--- config.mk ---
export PLATFORM = sky130hd
export DESIGN_NAME = ifetch_unit_flat
export DESIGN_NICKNAME = d
export VERILOG_FILES = /design/src/rtl/ifetch_unit_if.sv /design/src/rtl/ifetch_unit.sv /design/src/flat_wrapper.sv
export SDC_FILE = /design/constraint.sdc
export NUM_CORES = 1
export LEC_CHECK = 0
export CAP_MARGIN = 20
export CORE_ASPECT_RATIO = 1.5
export CORE_MARGIN = 3
export CORE_UTILIZATION = 30
export DETAILED_ROUTE_END_ITERATION = 12
export MAX_ROUTING_LAYER = met4
export SLEW_MARGIN = 20
export SYNTH_ARGS = -nofsm -noshare
export SYNTH_HDL_FRONTEND = slang
export SYNTH_SLANG_ARGS = --single-unit
export TNS_END_PERCENT = 20
--- constraint.sdc ---
create_clock -name clk -period 4.93 [get_ports clk]
set_clock_uncertainty 0.05 [all_clocks]
set_input_delay 0.986 -clock clk [delete_from_list [all_inputs] [get_ports clk]]
set_output_delay 0.986 -clock clk [all_outputs]
set_load 0.02 [all_outputs]
--- src/rtl/ifetch_unit_if.sv ---
// Fetch-stage bundle: instruction-memory req/ack, IR/PC toward decode, commit/NPC inputs from the datapath.
// master = ifetch_unit side, slave = memory/datapath/bench side.
interface ifetch_unit_if;
  logic        imem_req;
  logic [31:0] imem_addr;
  logic        imem_ack;
  logic [31:0] imem_rdata;
  logic [31:0] instr;
  logic        instr_valid;
  logic [31:0] PC;
  logic        commit;
  logic [1:0]  NPCOp;
  logic [31:0] rs_data;
  logic [31:0] retired;
  logic        misalign;

  modport master (
    output imem_req, imem_addr, instr, instr_valid, PC, retired, misalign,
    input  imem_ack, imem_rdata, commit, NPCOp, rs_data
  );

  modport slave (
    input  imem_req, imem_addr, instr, instr_valid, PC, retired, misalign,
    output imem_ack, imem_rdata, commit, NPCOp, rs_data
  );
endinterface

--- src/rtl/ifetch_unit.sv ---
// MIPS fetch stage: PC + IR, one instruction in flight; valid N+1 cycles after FETCH entry for N wait states.
// Backpressure: memory stalls via imem_ack, the datapath holds IR by withholding commit.
module ifetch_unit #(
  parameter logic [31:0] RESET_PC = 32'h0000_0000
) (
  input  logic         clk,
  input  logic         rstn,
  ifetch_unit_if.master bus
);

  typedef enum logic [1:0] {
    ST_RST   = 2'd0,
    ST_FETCH = 2'd1,
    ST_HOLD  = 2'd2
  } state_t;

  localparam logic [1:0] NPC_PLUS4  = 2'b00;
  localparam logic [1:0] NPC_BRANCH = 2'b01;
  localparam logic [1:0] NPC_JUMP   = 2'b10;

  state_t      r_state;
  state_t      w_next_state;
  logic [31:0] r_pc;
  logic [31:0] r_instr;
  logic [31:0] r_retired;
  logic        r_misalign;
  logic        w_req;
  logic        w_valid;
  logic        w_load_ir;
  logic        w_retire;
  logic        w_jr_misalign;
  logic [31:0] w_pc_plus4;
  logic [31:0] w_br_off;
  logic [31:0] w_npc;

  always_ff @(posedge clk or negedge rstn) begin
    if (!rstn) r_state <= ST_RST;
    else       r_state <= w_next_state;
  end

  always_comb begin
    w_next_state = r_state;
    case (r_state)
      ST_RST:   w_next_state = ST_FETCH;
      ST_FETCH: if (bus.imem_ack) w_next_state = ST_HOLD;
      ST_HOLD:  if (bus.commit)   w_next_state = ST_FETCH;
      default:  w_next_state = ST_RST;
    endcase
  end

  // Outputs are pure state decodes so req/valid never see a combinational input path.
  always_comb begin
    w_req   = 1'b0;
    w_valid = 1'b0;
    case (r_state)
      ST_FETCH: w_req   = 1'b1;
      ST_HOLD:  w_valid = 1'b1;
      default: begin
        w_req   = 1'b0;
        w_valid = 1'b0;
      end
    endcase
  end

  assign w_load_ir     = (r_state == ST_FETCH) && bus.imem_ack;
  assign w_retire      = (r_state == ST_HOLD) && bus.commit;
  assign w_jr_misalign = (bus.NPCOp == 2'b11) && (bus.rs_data[1:0] != 2'b00);

  assign w_pc_plus4 = r_pc + 32'd4;
  assign w_br_off   = {{14{r_instr[15]}}, r_instr[15:0], 2'b00};

  always_comb begin
    w_npc = w_pc_plus4;
    case (bus.NPCOp)
      NPC_PLUS4:  w_npc = w_pc_plus4;
      NPC_BRANCH: w_npc = w_pc_plus4 + w_br_off;
      NPC_JUMP:   w_npc = {w_pc_plus4[31:28], r_instr[25:0], 2'b00};
      default:    w_npc = {bus.rs_data[31:2], 2'b00};
    endcase
  end

  always_ff @(posedge clk or negedge rstn) begin
    if (!rstn) begin
      r_pc       <= RESET_PC;
      r_instr    <= 32'h0;
      r_retired  <= 32'h0;
      r_misalign <= 1'b0;
    end else begin
      if (w_load_ir) r_instr <= bus.imem_rdata;
      if (w_retire) begin
        r_pc      <= w_npc;
        r_retired <= r_retired + 32'd1;
        if (w_jr_misalign) r_misalign <= 1'b1;
      end
    end
  end

  assign bus.imem_req    = w_req;
  assign bus.imem_addr   = r_pc;
  assign bus.instr       = r_instr;
  assign bus.instr_valid = w_valid;
  assign bus.PC          = r_pc;
  assign bus.retired     = r_retired;
  assign bus.misalign    = r_misalign;

endmodule
--- src/flat_wrapper.sv ---
// flat-port wrapper written by rule: the top's interface ports become plain ports
module ifetch_unit_flat 
#(
  parameter logic [31:0] RESET_PC = 32'h0000_0000
)
  (clk, rstn, bus_imem_req, bus_imem_addr, bus_instr, bus_instr_valid, bus_PC, bus_retired, bus_misalign, bus_imem_ack, bus_imem_rdata, bus_commit, bus_NPCOp, bus_rs_data);
  ifetch_unit_if bus_i ();
  input  logic clk;
  input  logic rstn;
  output wire logic [$bits(bus_i.imem_req)-1:0] bus_imem_req;
  output wire logic [$bits(bus_i.imem_addr)-1:0] bus_imem_addr;
  output wire logic [$bits(bus_i.instr)-1:0] bus_instr;
  output wire logic [$bits(bus_i.instr_valid)-1:0] bus_instr_valid;
  output wire logic [$bits(bus_i.PC)-1:0] bus_PC;
  output wire logic [$bits(bus_i.retired)-1:0] bus_retired;
  output wire logic [$bits(bus_i.misalign)-1:0] bus_misalign;
  input wire logic [$bits(bus_i.imem_ack)-1:0] bus_imem_ack;
  input wire logic [$bits(bus_i.imem_rdata)-1:0] bus_imem_rdata;
  input wire logic [$bits(bus_i.commit)-1:0] bus_commit;
  input wire logic [$bits(bus_i.NPCOp)-1:0] bus_NPCOp;
  input wire logic [$bits(bus_i.rs_data)-1:0] bus_rs_data;
  assign bus_imem_req = bus_i.imem_req;
  assign bus_imem_addr = bus_i.imem_addr;
  assign bus_instr = bus_i.instr;
  assign bus_instr_valid = bus_i.instr_valid;
  assign bus_PC = bus_i.PC;
  assign bus_retired = bus_i.retired;
  assign bus_misalign = bus_i.misalign;
  assign bus_i.imem_ack = bus_imem_ack;
  assign bus_i.imem_rdata = bus_imem_rdata;
  assign bus_i.commit = bus_commit;
  assign bus_i.NPCOp = bus_NPCOp;
  assign bus_i.rs_data = bus_rs_data;
  ifetch_unit #(.RESET_PC(RESET_PC)) u_core (.clk(clk), .rstn(rstn), .bus(bus_i));
endmodule
* Yosys cells after proc, flatten, opt, wreduce, memory -nomap -nowiden
Cells that the tools add are included.
** Operators by class
- Add/sub/neg operators :: 3
- Equality and inequality tests :: 7
- Mux-type cells :: 6
- Reductions and logical operators :: 8
** Operator list (number)
- 32-bit case mux with 3 select lines :: 1
- 32-bit by 1-bit adder with 32-bit output, second input constant :: 1
- 32-bit by 3-bit adder with 32-bit output, second input constant :: 1
- 32-bit adder :: 1
- 2-bit equality test, second input constant :: 3
- 2-bit case mux with 3 select lines :: 1
- 2-bit by 1-bit equality test with 1-bit output, second input constant :: 2
- 2-bit zero test :: 2
- 2-bit 2-to-1 mux :: 2
- 2-bit != test, second input constant :: 2
- 2-bit AND reduction :: 2
- 1-bit logical AND :: 3
- 1-bit 2-to-1 mux :: 2
- 2-bit nonzero test :: 1
** Storage, ports and cells
- Flip-flop bits (word level) :: 99
- Output and inout bits :: 131
- Logic and storage cells :: 29

* Longest topological paths before layout
Gate-level depths: netlist (run 1).
- Depth after elaboration :: 3
- Mapped depth :: 18

* Worst setup path after synthesis (run 1)
No wires, ideal clock.
- Kind :: reg2reg
- From :: reg u_core.r_pc[9], in the netlist u_core.bus.PC[9]
- To :: reg u_core.r_pc[29], in the netlist u_core.bus.PC[29]
- Arrival :: 3709 ps
- Required time :: 4738 ps
- Slack :: 1030 ps
- Stages on the path, launching flop included :: 19
- Path buffers :: 4
- Period minus slack after synthesis :: 3900 ps
- Cell sequence :: dfrtp_1 buf_4 nand2_2 or3_1 buf_6 or3_4 buf_6 nor2_1 nand3_1 xnor2_1 ha_1 clkbuf_1 nand2_1 o21ai_0 nor3_1 a221oi_1 nor3b_1 xor2_1 o221ai_1
** Between the ends
- Longest elaborated chain between the ends :: 3
** RTL lines
- from (decl) :: line ifetch_unit.sv:23 : logic [31:0] r_pc;
- from (signal assigned) :: line ifetch_unit.sv:91 : r_pc <= w_npc;
- 32-bit by 3-bit adder with 32-bit output * :: line ifetch_unit.sv:69 : assign w_pc_plus4 = r_pc + 32'd4;
- 32-bit adder :: line ifetch_unit.sv:76 : NPC_BRANCH: w_npc = w_pc_plus4 + w_br_off;
- 32-bit case mux with 3 select lines * :: line ifetch_unit.sv:74 : case (bus.NPCOp)
Every way passes the cells marked *; elsewhere a longest branch is shown, timed or not.
A chain may end at the register's enable or synchronous reset.

* Worst setup path after layout (run 1)
- From :: reg u_core.r_pc[9], in the netlist u_core.bus.PC[9]
- To :: reg u_core.r_pc[23], in the netlist u_core.bus.PC[23]
Same word-level chain as after synthesis.

==> out/results.ini, run 1 <==
[outcome]
status = finished clean

[die]
core-area_um2 = 23740
die_area_um2 = 26120
die_h_um = 196.4
start_util_pct = 30.55
io_pins = 201
fp.dieW_um = 133.0
row_count = 69

[drt]
drc = 0
num_vias = 6640
dr_wl_met2_mm = 13.31
met1_length_mm = 9.591
drt_iter0_drc = 394
wl_met3_mm = 1.125
vias_per_cell = 5.188
highest_layer = met4
drt_pass1_iterations = 5
drt-total-wl_mm = 25.09
wl_per_cell_um = 19.60
drtAntennaViolNets = 0

[placement]
dpl.cell_count = 1263
globalplace.congestion = 0.9073
io_buffers = 196
hpwl_mm = 19.52

[timing]
max_slew_margin_pct = 43.02
max_slew.worst_pin.slew_ps = 854.7
fin_setup_tns_ps = 0
rsz0062_at_grt = false
period_share_pct = 84.79
timing.fmax_mhz = 239.2
drv_slew = 0
hold_violations = 0
setup_violations = 0
period_needed_ps = 4180

[logic_synthesis]
synth-edff-count = 0
ys.flop_type = dfrtp_1
synth_mux_area_share_pct = 10.47
async_flop_share_pct = 100.0
yosys_warnings = 0
yosys.area_share.simple_pct = 17.63
ys_types = 67
postSynthRegisterBits = 97
netlist_instances = 800
synth-adder-area-share_pct = 6.314
post-synth-top-area-fraction_pct = 33.47
yosysSeqAreaShare_pct = 33.47
syn_avg_cell_area_um2 = 9.067
yosys-top-cells-area = dfrtp_1, xnor2_1, mux2_2, ha_1, nand2_1
synth-xor-area-share_pct = 9.781
yosysTopAreaCell = dfrtp_1
synth_area_um2 = 7253
synth_top_family_by_area = simple AND/OR/NAND/NOR gates
synth_compound_area_share_pct = 15.82

[cts]
clk_latency_ps = 370
clock_sinks = 97
cts_inserted_buffers = 9
cts_setup_buffers = 0
clockBufferDepth = 2
cts.clk_slew.worst_paths_ps = 70
tritoncts = yes
htree_num_levels = 3
holdBufCountCts = 0
post_cts_resized = 0
clockRootBuffer = clkbuf_16

[critical_path]
cp_common_cell = nor2_1
cp_top_family = simple AND/OR/NAND/NOR gates
critPathBufInv = 0
critPathSlowestCell = nor3_2
endpoint_kind = register
critPathKind = reg2reg
critPathLaunchType = register
cp_max_fo = 10
crit_arrival_ps = 4380
crit_chain = nand2_2 -> or3_1 -> nor3_2 -> nand2_1 -> xnor2_1 -> ha_1 -> a21oi_1 -> o211ai_1 -> a211o_1 -> nor2_1 -> nor2_1 -> mux2i_1 -> o221a_2
critPathMaxStageDelay_ps = 560
cp.required_ps = 5130

[global_routing]
track_usage_pct = 19.50
antenna_found_initial = 1
grt_pass1_wl_mm = 38.39
grt-ovfl-total = 0
grt_max_degree = 61
grt_pass1_vias = 6734

[final_layout]
final_cell_mix = clkdlybuf4s50_1, dfrtp_1, nand2_1
final_common_cell = clkdlybuf4s50_1
fin_cells = 1280
layout-drive-gt1-share_pct = 9.479
area_growth_pct = 32.47
nets = 1061

[pwr]
vdd_drop_max_v = 0.0003683
leakagePower_uw = 0.003917
power_density_nw_per_um2 = 690.0

[hold_path]
hp-class = reg2reg

[flow_run]
maxCapViolations = 0

==> flip-flops by register name (all words and copies together) (netlist names) <==
signal               cells
u_core.bus.PC           30
u_core.bus.instr        32
u_core.bus.misalign      1
u_core.bus.retired      32
u_core.r_state           2
==> report_power, final <==
part	internal (uW)	leakage [uW]	switching [uW]
logic	2010	0.00257	2440
registers	1060	0.00121	423
clock network	361	0.000142	338
==> final cells by class <==
type,count,area (um^2)
inverter,16,60.06
clock inverter,5,38.79
antenna,1,2.502
fill,2374,14130
sequential,97,2427
multi-input combinational,620,4370
tap,319,399.1
timing repair buffer,211,2067
clock buffer,11,242.7
==> cell usage after synthesis (6+ instances only) <==
library cell,number
nor2b_1,6
buf_4,35
a21o_1,10
xor2_1,29
a21oi_1,50
nor3_1,9
or3_1,8
o21ai_0,36
nor2_1,49
mux2i_1,14
inv_1,15
a211oi_1,7
nand2_1,91
nand3_1,30
a31oi_1,8
nand4_1,16
xnor2_1,52
o221ai_1,6
dfrtp_1,97
and2_1,6
and3_1,19
ha_1,35
clkbuf_1,31
mux4_2,8
mux2_2,39
a221oi_1,6
nand2b_1,8
==> logic make-up after synthesis <==
kind of cell	count (synthesis)
flip-flops	97
multiplexers	61
other	1
buffers and inverters	86
AO/OA/AOI/OAI	175
adder cells (fa/ha/maj)	36
XOR/XNOR	81
AND/OR/NAND/NOR	263
==> per-stage QoR <==
step           util, %  setup WS [ps]  hold slack, ps  total power, uW  area (um^2)
2_1_floorplan        -           1030           448.9             4433         7264
3_3_place_gp     39.27          919.6           412.9             5908         9324
3_5_place_dp     39.27          802.5           411.4             5925         9324
4_1_cts          40.46          791.2           430.0             6673         9605
5_1_grt          40.47          405.5           457.3             7112         9608
6_report         40.47          750.0           424.2             6630         9608
==> path summary, 6_finish.rpt <==
path	end	start	slack, ps	depth (start not counted)
max in group asynchronous	u_core.bus.PC[5]	rstn	3130	2
min	u_core.bus.retired[31]	u_core.bus.retired[31]	420	1
max reg2reg	u_core.bus.PC[23]	u_core.bus.PC[9]	750	13
max	u_core.bus.PC[23]	u_core.bus.PC[9]	750	13
min in group asynchronous	u_core.bus.instr[19]	rstn	670	1
min reg2reg	u_core.bus.retired[31]	u_core.bus.retired[31]	420	1
==> routing by layer <==
metal,GRT usage (%),vias to the layer above
met1,21.40,3209
met5,-,-
li1,-,3158
met4,9.168,0
met3,3.115,56
met2,34.40,217
No activity file was read; power rests on OpenSTA's default activity.
==> inputs of run 2 (changes only) <==
clock period = 3.8 ns   (was 4.93 ns; I/O delays follow)
==> run 2 against run 1 <==
Net effect: flip-flop and latch count is the same; critical path depth grew 1; clock-buffer cell count is the same; core utilization grew 1.4 points; setup slack lost 720 ps; wire length grew 5.1%; non-clock buffer count grew 39; via count grew 4.7%; register-to-register slack lost 720 ps; critical path type unchanged; highest routed layer unchanged.
==> out/results.ini, run 2 (synthesized netlist as in run 1, its figures left out) <==
[critical_path]
cp-endpoint = u_core.bus.PC[30]
cp_top_family = compound AO/OA/AOI/OAI gates
reg2reg_slack_ps = 30
critPathBufInv = 1
cp_max_fo = 8
cp.required_ps = 3990
path_depth = 14
crit_chain = nand4_1 -> or2_2 -> or3_4 -> nor2_1 -> buf_4 -> xor2_1 -> ha_1 -> a21o_1 -> a31o_2 -> a31oi_1 -> o21ai_0 -> a31oi_2 -> xor2_1 -> o32ai_1
crit_arrival_ps = 3970
endpoint_kind = register
critPathLaunchType = register
critPathKind = reg2reg
critPathSlowestCell = or3_4
timing.rr.start = u_core.bus.PC[17]
startpoint = u_core.bus.PC[17]
worstRegToRegCells = 14
critPathMaxStageDelay_ps = 440
worst_r2r_endpoint = u_core.bus.PC[30]
cp_common_cell = xor2_1

[global_routing]
grt_pass1_vias = 6944
antenna_found_initial = 1
track_usage_pct = 20.30
grt-ovfl-total = 0
grt_max_degree = 55
grt_pass1_wl_mm = 40.03

[die]
fp.dieW_um = 133.0
die_h_um = 196.4
core-area_um2 = 23740
io_pins = 201
start_util_pct = 30.55
die_area_um2 = 26120
row_count = 69

[timing]
rsz0062_at_grt = true
timing.fmax_mhz = 265.1
period_needed_ps = 3772
max_slew_margin_pct = 49.89
max_slew.worst_pin.slew_ps = 751.6
hold_violations = 0
fin_setup_tns_ps = 0
period_share_pct = 99.27
setup_violations = 0
drv_slew = 0

[cts]
cts.clk_slew.worst_paths_ps = 70
clk_latency_ps = 370
clock_sinks = 97
clockRootBuffer = clkbuf_16
tritoncts = yes
cts_inserted_buffers = 9
clockBufferDepth = 2
cts_setup_buffers = 0
htree_num_levels = 3

[final_layout]
multi_input_area_um2 = 4417
area_growth_pct = 37.04
fillCellCount = 2361
layout-drive-gt1-share_pct = 13.83
nets = 1100
seqCellArea_um2 = 2427
final_cell_mix = clkdlybuf4s50_1, dfrtp_1, nand2_1
final_common_cell = clkdlybuf4s50_1

[pwr]
leakagePower_uw = 0.004115
power_density_nw_per_um2 = 904.7
power_uw = 8992
vdd_drop_max_v = 0.0004246

[drt]
drt-total-wl_mm = 26.37
drtAntennaViolNets = 0
vias_per_cell = 5.275
drt_iter0_drc = 500
num_vias = 6952
drc = 0
wl_per_cell_um = 20.01
drt_pass1_iterations = 7

[placement]
hpwl_mm = 20.43
io_buffers = 196
globalplace.congestion = 0.9511

[outcome]
status = finished clean

[flow_run]
maxCapViolations = 0

[hold_path]
hp-class = in2async

## run 2: cell count changes in the layout (fill, tap and decap cells not counted), moves of 2 or more
cell	previous run	this run
buf_4	16	54
clkinvlp_4	0	2
nor2_1	49	45
nor2_2	0	4
o21ai_0	36	34
o21ai_1	0	2
## run 2: power by group
| group | internal (uW) | leakage (uW) | switching, uW |
|---|---|---|---|
| Clock | 443 | 0.000122 | 440 |
| Sequential | 1380 | 0.00121 | 436 |
| Combinational | 2850 | 0.00279 | 3440 |
| Total | 4670 | 0.00412 | 4320 |
## run 2: cell type report
| cell class | instances | share of cell area, % |
|---|---|---|
| tap | 319 | 4.016 |
| antenna | 1 | 0.02518 |
| clock buffer | 11 | 2.341 |
| inverter | 16 | 0.6042 |
| sequential | 97 | 24.42 |
| timing repair buffer | 250 | 23.87 |
| multi-input combinational | 620 | 44.44 |
| clock inverter | 4 | 0.2895 |
## run 2: per-layer routing
metal	share of wire, %	wire length, um	global-route usage (%)	vias to the layer above
li1	-	-	-	3252
met1	38	10090	21.89	3417
met2	55	14490	37.91	228
met3	3.8	1002	2.375	55
met4	3.0	788	7.512	0
met5	0	0	-	-
## run 2: what timing repair did
item                                    in CTS  in global routing
endpoints found under the setup margin       0                  9
gates resized for setup                      0                 14
hold buffers                                 0                  0
## run 2: metrics by stage
step	cell area [um^2]	util, %	worst slack (ps)	hold WS [ps]	std cells
floorplan	7266	-	53.68	414.4	803
global placement	9627	40.55	140.6	412.6	1302
detailed placement	9627	40.55	59.85	415.1	1302
CTS	9888	41.65	45.63	409.5	1317
global route	9940	41.87	-261.0	436.7	1318
finish	9940	41.87	27.74	377.9	1318
## run 2: how the worst min path moves through the flow
stage | from | slack (ps) | endpoint
after CTS | rstn | 410 | u_core.bus.instr[10]
after floorplan | rstn | 410 | u_core.bus.PC[10]
after detailed placement | u_core.bus.misalign | 420 | u_core.bus.misalign
after global placement | u_core.bus.retired[31] | 410 | u_core.bus.retired[31]
after global routing | rstn | 440 | u_core.bus.instr[10]
final | rstn | 380 | u_core.bus.instr[10]
==> inputs of run 3 (changes only) <==
HOLD_SLACK_MARGIN = 0.03   (was default)
==> results of run 3 <==
Final layout, timing and power as in run 2 (identical DEF).
